`config.mk`:
```
export PLATFORM = sky130hd
export DESIGN_NAME = pmem_loader
export DESIGN_NICKNAME = d
export VERILOG_FILES = /design/src/rtl/pmem_loader_pkg.sv /design/src/rtl/pmem_loader_timeout.sv /design/src/rtl/pmem_loader.sv
export SDC_FILE = /design/constraint.sdc
export NUM_CORES = 1
export LEC_CHECK = 0
export CORE_MARGIN = 5
export CORE_UTILIZATION = 42
export DETAILED_ROUTE_END_ITERATION = 16
export PLACE_DENSITY = 0.69
export SLEW_MARGIN = 10
export SYNTH_ARGS = -nofsm -noshare
export SYNTH_HDL_FRONTEND = slang
export SYNTH_SLANG_ARGS = --single-unit
```
`constraint.sdc`:
```
create_clock -name clk -period 2.8 [get_ports clk]
set_clock_uncertainty 0.2 [all_clocks]
set_input_delay 0.42 -clock clk [delete_from_list [all_inputs] [get_ports clk]]
set_output_delay 0.42 -clock clk [all_outputs]
set_load 0.005 [all_outputs]
```
`src/rtl/pmem_loader_pkg.sv`:
```
// Shared types and constants for the program-memory boot loader.
package loader_pkg;

   typedef enum logic [2:0] {
      IDLE,
      WAIT_MAGIC,
      LEN_HI,
      LEN_LO,
      WORD,
      CHECK,
      FINISH
   } loader_state_t;

   localparam logic [7:0] LOADER_MAGIC = 8'hA5;
   localparam int         WORD_W       = 18;

   // Only the low two bits of the leading byte carry data.
   function automatic logic [WORD_W-1:0] mk_word(input logic [1:0] b2,
                                                 input logic [7:0] b1,
                                                 input logic [7:0] b0);
      return {b2, b1, b0};
   endfunction

endpackage

```
`src/rtl/pmem_loader_timeout.sv`:
```
// Inter-byte timeout: clearable down-counter that pulses expire_o after
// TIMEOUT_CYCLES consecutive running cycles without a clear.
module loader_timeout #(
   parameter int TIMEOUT_CYCLES = 100000
) (
   input  logic clk,
   input  logic rst,
   input  logic run_i,
   input  logic clr_i,
   output logic expire_o
);

   localparam int            CW   = $clog2(TIMEOUT_CYCLES + 1);
   localparam logic [CW-1:0] LOAD = CW'(TIMEOUT_CYCLES);

   logic [CW-1:0] cnt_q;

   always_ff @(posedge clk or posedge rst) begin
      if (rst)
         cnt_q <= LOAD;
      else if (clr_i || !run_i)
         cnt_q <= LOAD;
      else if (cnt_q != '0)
         cnt_q <= cnt_q - 1'b1;
   end

   // A byte arriving on the expiry cycle clears instead of expiring.
   assign expire_o = run_i && !clr_i && (cnt_q == CW'(1));

endmodule

```
`src/rtl/pmem_loader.sv`:
```
// Boot loader: parses a framed byte stream into 18-bit words, writes them to
// program memory and holds the CPU in reset until a good frame has loaded.
// Define PMEM_LOADER_CHECKSUM_EN to require a trailing mod-256 checksum byte.
module pmem_loader
   import loader_pkg::*;
#(
   parameter int                    ADDR_WIDTH     = 16,
   parameter logic [ADDR_WIDTH-1:0] BASE_ADDR      = '0,
   parameter int                    TIMEOUT_CYCLES = 100000,
   parameter bit                    BOOT_LOAD      = 1'b1
) (
   input  logic                  clk,
   input  logic                  rst,
   input  logic [7:0]            rx_data,
   input  logic                  rx_valid,
   input  logic                  load_req,
   output logic                  cpu_rst,
   output logic [ADDR_WIDTH-1:0] pmem_addr,
   output logic [WORD_W-1:0]     pmem_wdata,
   output logic                  pmem_wen,
   output logic                  done,
   output logic                  err
);

   loader_state_t         state_q;
   logic                  cpu_rst_q, wen_q, done_q, err_q;
   logic [ADDR_WIDTH-1:0] addr_q;
   logic [WORD_W-1:0]     wdata_q;
   logic [15:0]           len_q;
   logic [1:0]            bidx_q;
   logic [1:0]            b2_q;
   logic [7:0]            b1_q;
   logic [7:0]            sum_q;
   logic                  run, to_expire;

   assign run = (state_q == LEN_HI) || (state_q == LEN_LO) ||
                (state_q == WORD)   || (state_q == CHECK);

   loader_timeout #(.TIMEOUT_CYCLES(TIMEOUT_CYCLES)) u_timeout (
      .clk      (clk),
      .rst      (rst),
      .run_i    (run),
      .clr_i    (rx_valid),
      .expire_o (to_expire)
   );

`ifdef PMEM_LOADER_CHECKSUM_EN
   localparam loader_state_t LAST_ST = CHECK;
`else
   localparam loader_state_t LAST_ST = FINISH;
`endif

   always_ff @(posedge clk or posedge rst) begin
      if (rst) begin
         state_q   <= BOOT_LOAD ? WAIT_MAGIC : IDLE;
         cpu_rst_q <= BOOT_LOAD;
         wen_q     <= 1'b0;
         done_q    <= 1'b0;
         err_q     <= 1'b0;
         addr_q    <= BASE_ADDR;
         wdata_q   <= '0;
         len_q     <= '0;
         bidx_q    <= '0;
         b2_q      <= '0;
         b1_q      <= '0;
         sum_q     <= '0;
      end else begin
         wen_q <= 1'b0;
         if (wen_q)
            addr_q <= addr_q + 1'b1;

         // Abort paths never touch cpu_rst: it is already held high here.
         if (to_expire) begin
            err_q   <= 1'b1;
            state_q <= WAIT_MAGIC;
         end else begin
            case (state_q)
               IDLE: begin
                  if (load_req) begin
                     cpu_rst_q <= 1'b1;
                     state_q   <= WAIT_MAGIC;
                  end
               end
               WAIT_MAGIC: begin
                  if (rx_valid && rx_data == LOADER_MAGIC) begin
                     done_q  <= 1'b0;
                     err_q   <= 1'b0;
                     addr_q  <= BASE_ADDR;
                     sum_q   <= '0;
                     bidx_q  <= '0;
                     state_q <= LEN_HI;
                  end
               end
               LEN_HI: begin
                  if (rx_valid) begin
                     len_q[15:8] <= rx_data;
                     state_q     <= LEN_LO;
                  end
               end
               LEN_LO: begin
                  if (rx_valid) begin
                     len_q[7:0] <= rx_data;
                     state_q    <= ({len_q[15:8], rx_data} == 16'd0) ? LAST_ST : WORD;
                  end
               end
               WORD: begin
                  if (rx_valid) begin
                     sum_q <= sum_q + rx_data;
                     case (bidx_q)
                        2'd0: begin
                           if (rx_data[7:2] != 6'd0) begin
                              err_q   <= 1'b1;
                              state_q <= WAIT_MAGIC;
                           end else begin
                              b2_q   <= rx_data[1:0];
                              bidx_q <= 2'd1;
                           end
                        end
                        2'd1: begin
                           b1_q   <= rx_data;
                           bidx_q <= 2'd2;
                        end
                        default: begin
                           wdata_q <= mk_word(b2_q, b1_q, rx_data);
                           wen_q   <= 1'b1;
                           bidx_q  <= 2'd0;
                           len_q   <= len_q - 1'b1;
                           if (len_q == 16'd1)
                              state_q <= LAST_ST;
                        end
                     endcase
                  end
               end
               CHECK: begin
                  if (rx_valid) begin
                     if (rx_data == sum_q) begin
                        state_q <= FINISH;
                     end else begin
                        err_q   <= 1'b1;
                        state_q <= WAIT_MAGIC;
                     end
                  end
               end
               FINISH: begin
                  done_q    <= 1'b1;
                  cpu_rst_q <= 1'b0;
                  state_q   <= IDLE;
               end
               default: state_q <= WAIT_MAGIC;
            endcase
         end
      end
   end

   assign cpu_rst    = cpu_rst_q;
   assign pmem_addr  = addr_q;
   assign pmem_wdata = wdata_q;
   assign pmem_wen   = wen_q;
   assign done       = done_q;
   assign err        = err_q;

endmodule
```
# After elaboration in Yosys (flattened, before gate mapping)
# Index checks and enable logic that the tools add are counted.
# Widths: inputs -> output; s select.
[word_totals]
regBits = 94
output_inout_bits = 38
elab_cells = 131
in_bits = 12
[classes]
muxes = 47
n_reduce_logical = 33
bitwise_logic = 3
n_addsub = 4
eq_ne = 30
[op_table]
columns = ["op", "n"]
rows = [
  ["$mux 16", 6],
  ["$pmux 8 s2", 3],
  ["$mux 17", 2],
  ["$mux 3", 10],
  ["$ne 3x3->1 const B", 9],
  ["$mux 8", 3],
  ["$pmux 3 s7", 1],
  ["$reduce_and 5->1", 4],
  ["$eq 17x1->1 const B", 1],
  ["$reduce_bool 17->1", 1],
  ["$sub 17x1->17 const B", 1],
  ["$add 16x1->16 const B", 1],
  ["$eq 16x1->1 const B", 1],
  ["$logic_not 16->1", 1],
  ["$sub 16x1->16 const B", 1],
  ["$mux 1", 12],
  ["$ne 2x2->1 const B", 6],
  ["$reduce_and 4->1", 3],
  ["$reduce_bool 2->1", 6],
  ["$eq 3x3->1 const B", 3],
  ["$reduce_and 9->1", 1],
  ["$add 8x8->8", 1],
  ["$eq 8x8->1", 1],
  ["$eq 8x8->1 const B", 1],
  ["other kinds (22)", 38],
]

# Logic depth before layout (Yosys ltp)
[depth]
word_depth = 8
depth_mapped = 9
depth_no_buf = 8

# Hierarchy
# From an unflattened synthesis, not the netlist that was laid out.
[hier_totals]
cells_unflattened = 523
hier_area_um2 = 5177.5
[by_module_without_submodules]
columns = ["mod", "instances", "cells_per_inst", "seq_area_each_um2", "area_each_um2"]
rows = [
  ["pmem_loader", 1, 412, 1929.4, 4160.2],
  ["loader_timeout", 1, 111, 432.9, 1017.2],
]

# Worst setup path after synthesis
# Ideal clock, no wire load.
[synth_path]
path_kind = "input-to-reg"
start = "input port rx_data[7]"
end = "register state_q[2]"
setup_ns = 0.096
cell_stages = 7
arrival_time_ns = 2.120
slack_ns = 0.384
cell_sequence = "buf_2 > or3_1 > or4_4 > a221oi_2 > a2111oi_4 > and2_1 > nor4_2"
[synth_between]
elab_chain_cells = 5
[synth_lines]
columns = ["item", "line_no", "rtl"]
rows = [
  ["start, declared", "pmem_loader.sv:14", "input logic [7:0] rx_data,"],
  ["$eq 8x8->1", "pmem_loader.sv:136", "if (rx_data == sum_q) begin"],
  ["$mux 3", "pmem_loader.sv:136", ""],
  ["$mux 3", "pmem_loader.sv:135", "if (rx_valid) begin"],
  ["$pmux 3 s7", "pmem_loader.sv:77", "case (state_q)"],
  ["$mux 3", "pmem_loader.sv:73", "if (to_expire) begin"],
  ["end signal, assigned", "pmem_loader.sv:55", "state_q <= BOOT_LOAD ? WAIT_MAGIC : IDLE;"],
  ["end signal, assigned", "pmem_loader.sv:103", "state_q <= ({len_q[15:8], rx_data} == 16'd0) ? LAST_ST : WORD;"],
  ["end, declared", "pmem_loader.sv:25", "loader_state_t state_q;"],
]
# Several ways; a longest one is shown, not always the timed one. The select of a mux whose other input is x is not followed.
# A chain may end at the register's enable or synchronous reset.

# Final worst setup path
[layout_path]
start = "register u_timeout.cnt_q[2]"
end = "register u_timeout.cnt_q[4]"
[layout_between]
elab_chain_cells = 3
[layout_lines]
columns = ["item", "line_no", "rtl"]
rows = [
  ["start, declared", "pmem_loader_timeout.sv:16", "logic [CW-1:0] cnt_q;"],
  ["start signal, assigned", "pmem_loader_timeout.sv:24", "cnt_q <= cnt_q - 1'b1;"],
  ["$sub 17x1->17", "pmem_loader_timeout.sv:24", ""],
  ["$mux 17", "pmem_loader_timeout.sv:23", "else if (cnt_q != '0)"],
  ["$mux 17", "pmem_loader_timeout.sv:21", "else if (clr_i || !run_i)"],
]
# Several ways; a longest one is shown, not always the timed one. The select of a mux whose other input is x is not followed.

==> results.sh <==
export IMPL_status="finished clean"
export IMPL_synth_seq_cells=94
export IMPL_ir_drop_v=0.0005535
export IMPL_cts_tree="done"
export IMPL_slew_headroom_pct=65.99
export IMPL_io_buffers=49
export IMPL_path_cells="or4_4 -> or3_4 -> or3_1 -> nand3_1 -> xor2_1 -> nor2_1"
export IMPL_final_antenna_net_count=0
export IMPL_clock_latency_ns=0.34
export IMPL_stdcell_area_sq_um=6088
export IMPL_syn2layout_area_growth_pct=22.88
export IMPL_slew_violations=0
export IMPL_detail_route_wl_per_cell_um=15.59
export IMPL_cts_buffers=9
export IMPL_worst_slew_pin_slew_ns=0.5086
export IMPL_final_common_cell="dfrtp_1"
export IMPL_layout_drive_gt1_share_pct=17.88
export IMPL_clkTransAtPathRegs_ns=0.07
export IMPL_root_buffer="clkbuf_16"
export IMPL_final_nets=597
export IMPL_dieArea_sq_um=14070
export IMPL_worst_path_stages=6
export IMPL_drt_iter0_drc=362
export IMPL_setup_violations=0
export IMPL_first_global_vias=3877
export IMPL_post_route_period_util_pct=92.34
export IMPL_routed_wl_um=11210
export IMPL_cp_startpoint="u_timeout.cnt_q[2]"
export IMPL_grt_overflow=0
export IMPL_drt_vias_per_instance=5.503
export IMPL_power_leakage_nw=2.573
export IMPL_grt_setup_unrepaired="false"
export IMPL_final_core_util_pct=53.09
export IMPL_placed_area_sq_um=5798
export IMPL_synthCells=499
export IMPL_rr_endpoint="u_timeout.cnt_q[4]"
export IMPL_grt_pass1_wl_um=19130
export IMPL_maxCapViolations=0
export IMPL_worstPathRequired_ns=2.82
export IMPL_drtPass1Iterations=4
export IMPL_synth_seq_area_share_pct=47.68
export IMPL_cts_sink_count=94
export IMPL_yosysWarnings=0
export IMPL_fp_dieH_um=118.6
export IMPL_cts_hold_buffers_added=0
export IMPL_synthArstFlopShare_pct=100.0
export IMPL_diodes=0
export IMPL_power_density_nw_per_um2=781.2
export IMPL_critical_path_slowest_cell="or4_4"
export IMPL_hold_violations=0
export IMPL_pin_count=50
export IMPL_crit_path_max_incr_delay_ns=0.58
export IMPL_crit_end="u_timeout.cnt_q[4]"
export IMPL_syn_nets=525
export IMPL_syn_avg_cell_area_sq_um=9.929
export IMPL_holdCritPathClass="flop to flop"
export IMPL_fillers=1025
export IMPL_r2r_start="u_timeout.cnt_q[2]"
export IMPL_syn_area_sq_um=4955
export IMPL_r2r_cells=6
export IMPL_die_w_um=118.6
export IMPL_synth_cell_types=64
export IMPL_worstPathArrival_ns=2.60
export IMPL_num_rows=39
export IMPL_crit_type="flop to flop"
export IMPL_core_sq_um=11470
export IMPL_vias=3957
export IMPL_min_path_cells=1
export IMPL_start_util_pct=43.21
export IMPL_clockBufferDepth=2
export IMPL_critPathBufInv=0
export IMPL_gp_congestion=0.8779
export IMPL_grt_max_degree=95
export IMPL_ff_latch_area_sq_um=2362
export IMPL_end_kind="flop"
export IMPL_timing_final_crit_period_ns=2.586
export IMPL_start_kind="flop"
export IMPL_path_delay_family="simple AND/OR/NAND/NOR gates"
export IMPL_r2r_slack_ns=0.21
export IMPL_layout_common_cells="dfrtp_1, nor2_1, clkdlybuf4s50_1, nand2_1, buf_4"
export IMPL_synth_edf_count=0
export IMPL_cts_htree_levels=3
export IMPL_post_dp_hpwl_um=8048
export IMPL_ys_flop_type="dfrtp_1"
export IMPL_max_freq_ghz=0.3868
export IMPL_grt_total_usage_pct=16.09
export IMPL_antenna_found_initial=0
export IMPL_multi_input_area_sq_um=2456
export IMPL_cp_max_fo=8
export IMPL_route_detailed_drc=0
==> state kept, by name, indices dropped and copies added (netlist names), 2 cells and up <==
| signal | count |
|---|---|
| state_q | 3 |
| pmem_wdata | 18 |
| bidx_q | 2 |
| b2_q | 2 |
| len_q | 16 |
| pmem_addr | 16 |
| b1_q | 8 |
| u_timeout.cnt_q | 17 |
| sum_q | 8 |
==> synth_stat cells (8+ instances only) <==
| cell type | n | area [sq um] |
|---|---|---|
| nand3_1 | 15 | 75.07 |
| clkbuf_1 | 17 | 63.81 |
| a21oi_1 | 29 | 145.1 |
| nand2_1 | 43 | 161.4 |
| dfrtp_1 | 86 | 2152 |
| nor2_1 | 54 | 202.7 |
| xnor2_1 | 12 | 105.1 |
| ha_1 | 13 | 162.7 |
| or3_1 | 13 | 81.33 |
| mux2_2 | 28 | 315.3 |
| dfstp_2 | 8 | 210.2 |
| o21ai_0 | 26 | 130.1 |
| xor2_1 | 17 | 148.9 |
| inv_1 | 14 | 52.55 |
| nor3_1 | 17 | 85.08 |
==> area by class of cell <==
class	instances	share of cell area, %
well taps	143	2.939
repair buffers	82	12.33
clock inverters	6	0.7398
clock buffers	10	3.925
inverters	14	0.9248
flip-flops and latches	94	38.80
multi-input cells	370	40.34
==> metrics by stage <==
step / setup TNS (ns) / worst slack, ns / hold slack [ns] / cells / total power [W]
floorplan: 0 / 0.3841 / 0.2412 / 499 / 0.003098
global placement: -0.08516 / -0.05129 / 0.2678 / 703 / 0.003531
detailed placement: -0.08068 / -0.08068 / 0.2751 / 703 / 0.003600
CTS: 0 / 0.1907 / 0.2978 / 719 / 0.004781
global route: 0 / 0.02927 / 0.3057 / 719 / 0.005086
finish: 0 / 0.2145 / 0.2897 / 719 / 0.004756
==> where the power goes <==
| part | switching (W) | total (W) | internal (W) |
|---|---|---|---|
| registers | 0.000313 | 0.00196 | 0.00165 |
| logic | 0.000848 | 0.00163 | 0.000784 |
| clock network | 0.000531 | 0.00116 | 0.000631 |
| total | 0.00169 | 0.00476 | 0.00306 |
==> worst reg2reg max path: stages, from the launching register on <==
cell     delay, ns
dfrtp_1       0.42
or4_4         0.58
or3_4         0.35
or3_1         0.54
nand3_1       0.18
xor2_1        0.15
nor2_1        0.05
==> metal layers <==
| metal | vias to the layer above | track usage, % | part of all wire [%] |
|---|---|---|---|
| met5 | - | 0 | 0 |
| met4 | 0 | 5.882 | 1.4 |
| met3 | 13 | 2.674 | 3.9 |
| met2 | 82 | 26.05 | 48 |
| met1 | 1927 | 21.76 | 47 |
| li1 | 1935 | - | - |
==> kinds of logic (layout without fill, tap and decap cells) <==
group                      Yosys count  in the layout  share of synthesized area [%]
AOI/OAI and AO/OA                  108            108                          14.29
muxes                               32             32                          7.197
DFF                                 94             94                          47.68
xor gates and xnor gates            29             29                          5.126
and+or+nand+nor                    187            187                          19.14
adders and majority gates           14             14                          3.687
buffers and inverters               35            112                          2.879
==> worst min-delay path by stage <==
stage / to / slack (ns) / startpoint
2_1_floorplan: len_q[11] / 0.24 / len_q[11]
3_3_place_gp: len_q[11] / 0.27 / len_q[11]
3_5_place_dp: len_q[15] / 0.28 / len_q[15]
4_1_cts: len_q[15] / 0.30 / len_q[15]
5_1_grt: pmem_wdata[1] / 0.31 / pmem_wdata[1]
6_report: len_q[15] / 0.29 / len_q[15]
==> what timing repair did <==
action / 4_1_cts / 5_1_grt
gates resized for setup: 0 / 1
setup buffers: 0 / 0
endpoints found under the setup margin: 0 / 1
(Power assumes the default switching activity.)
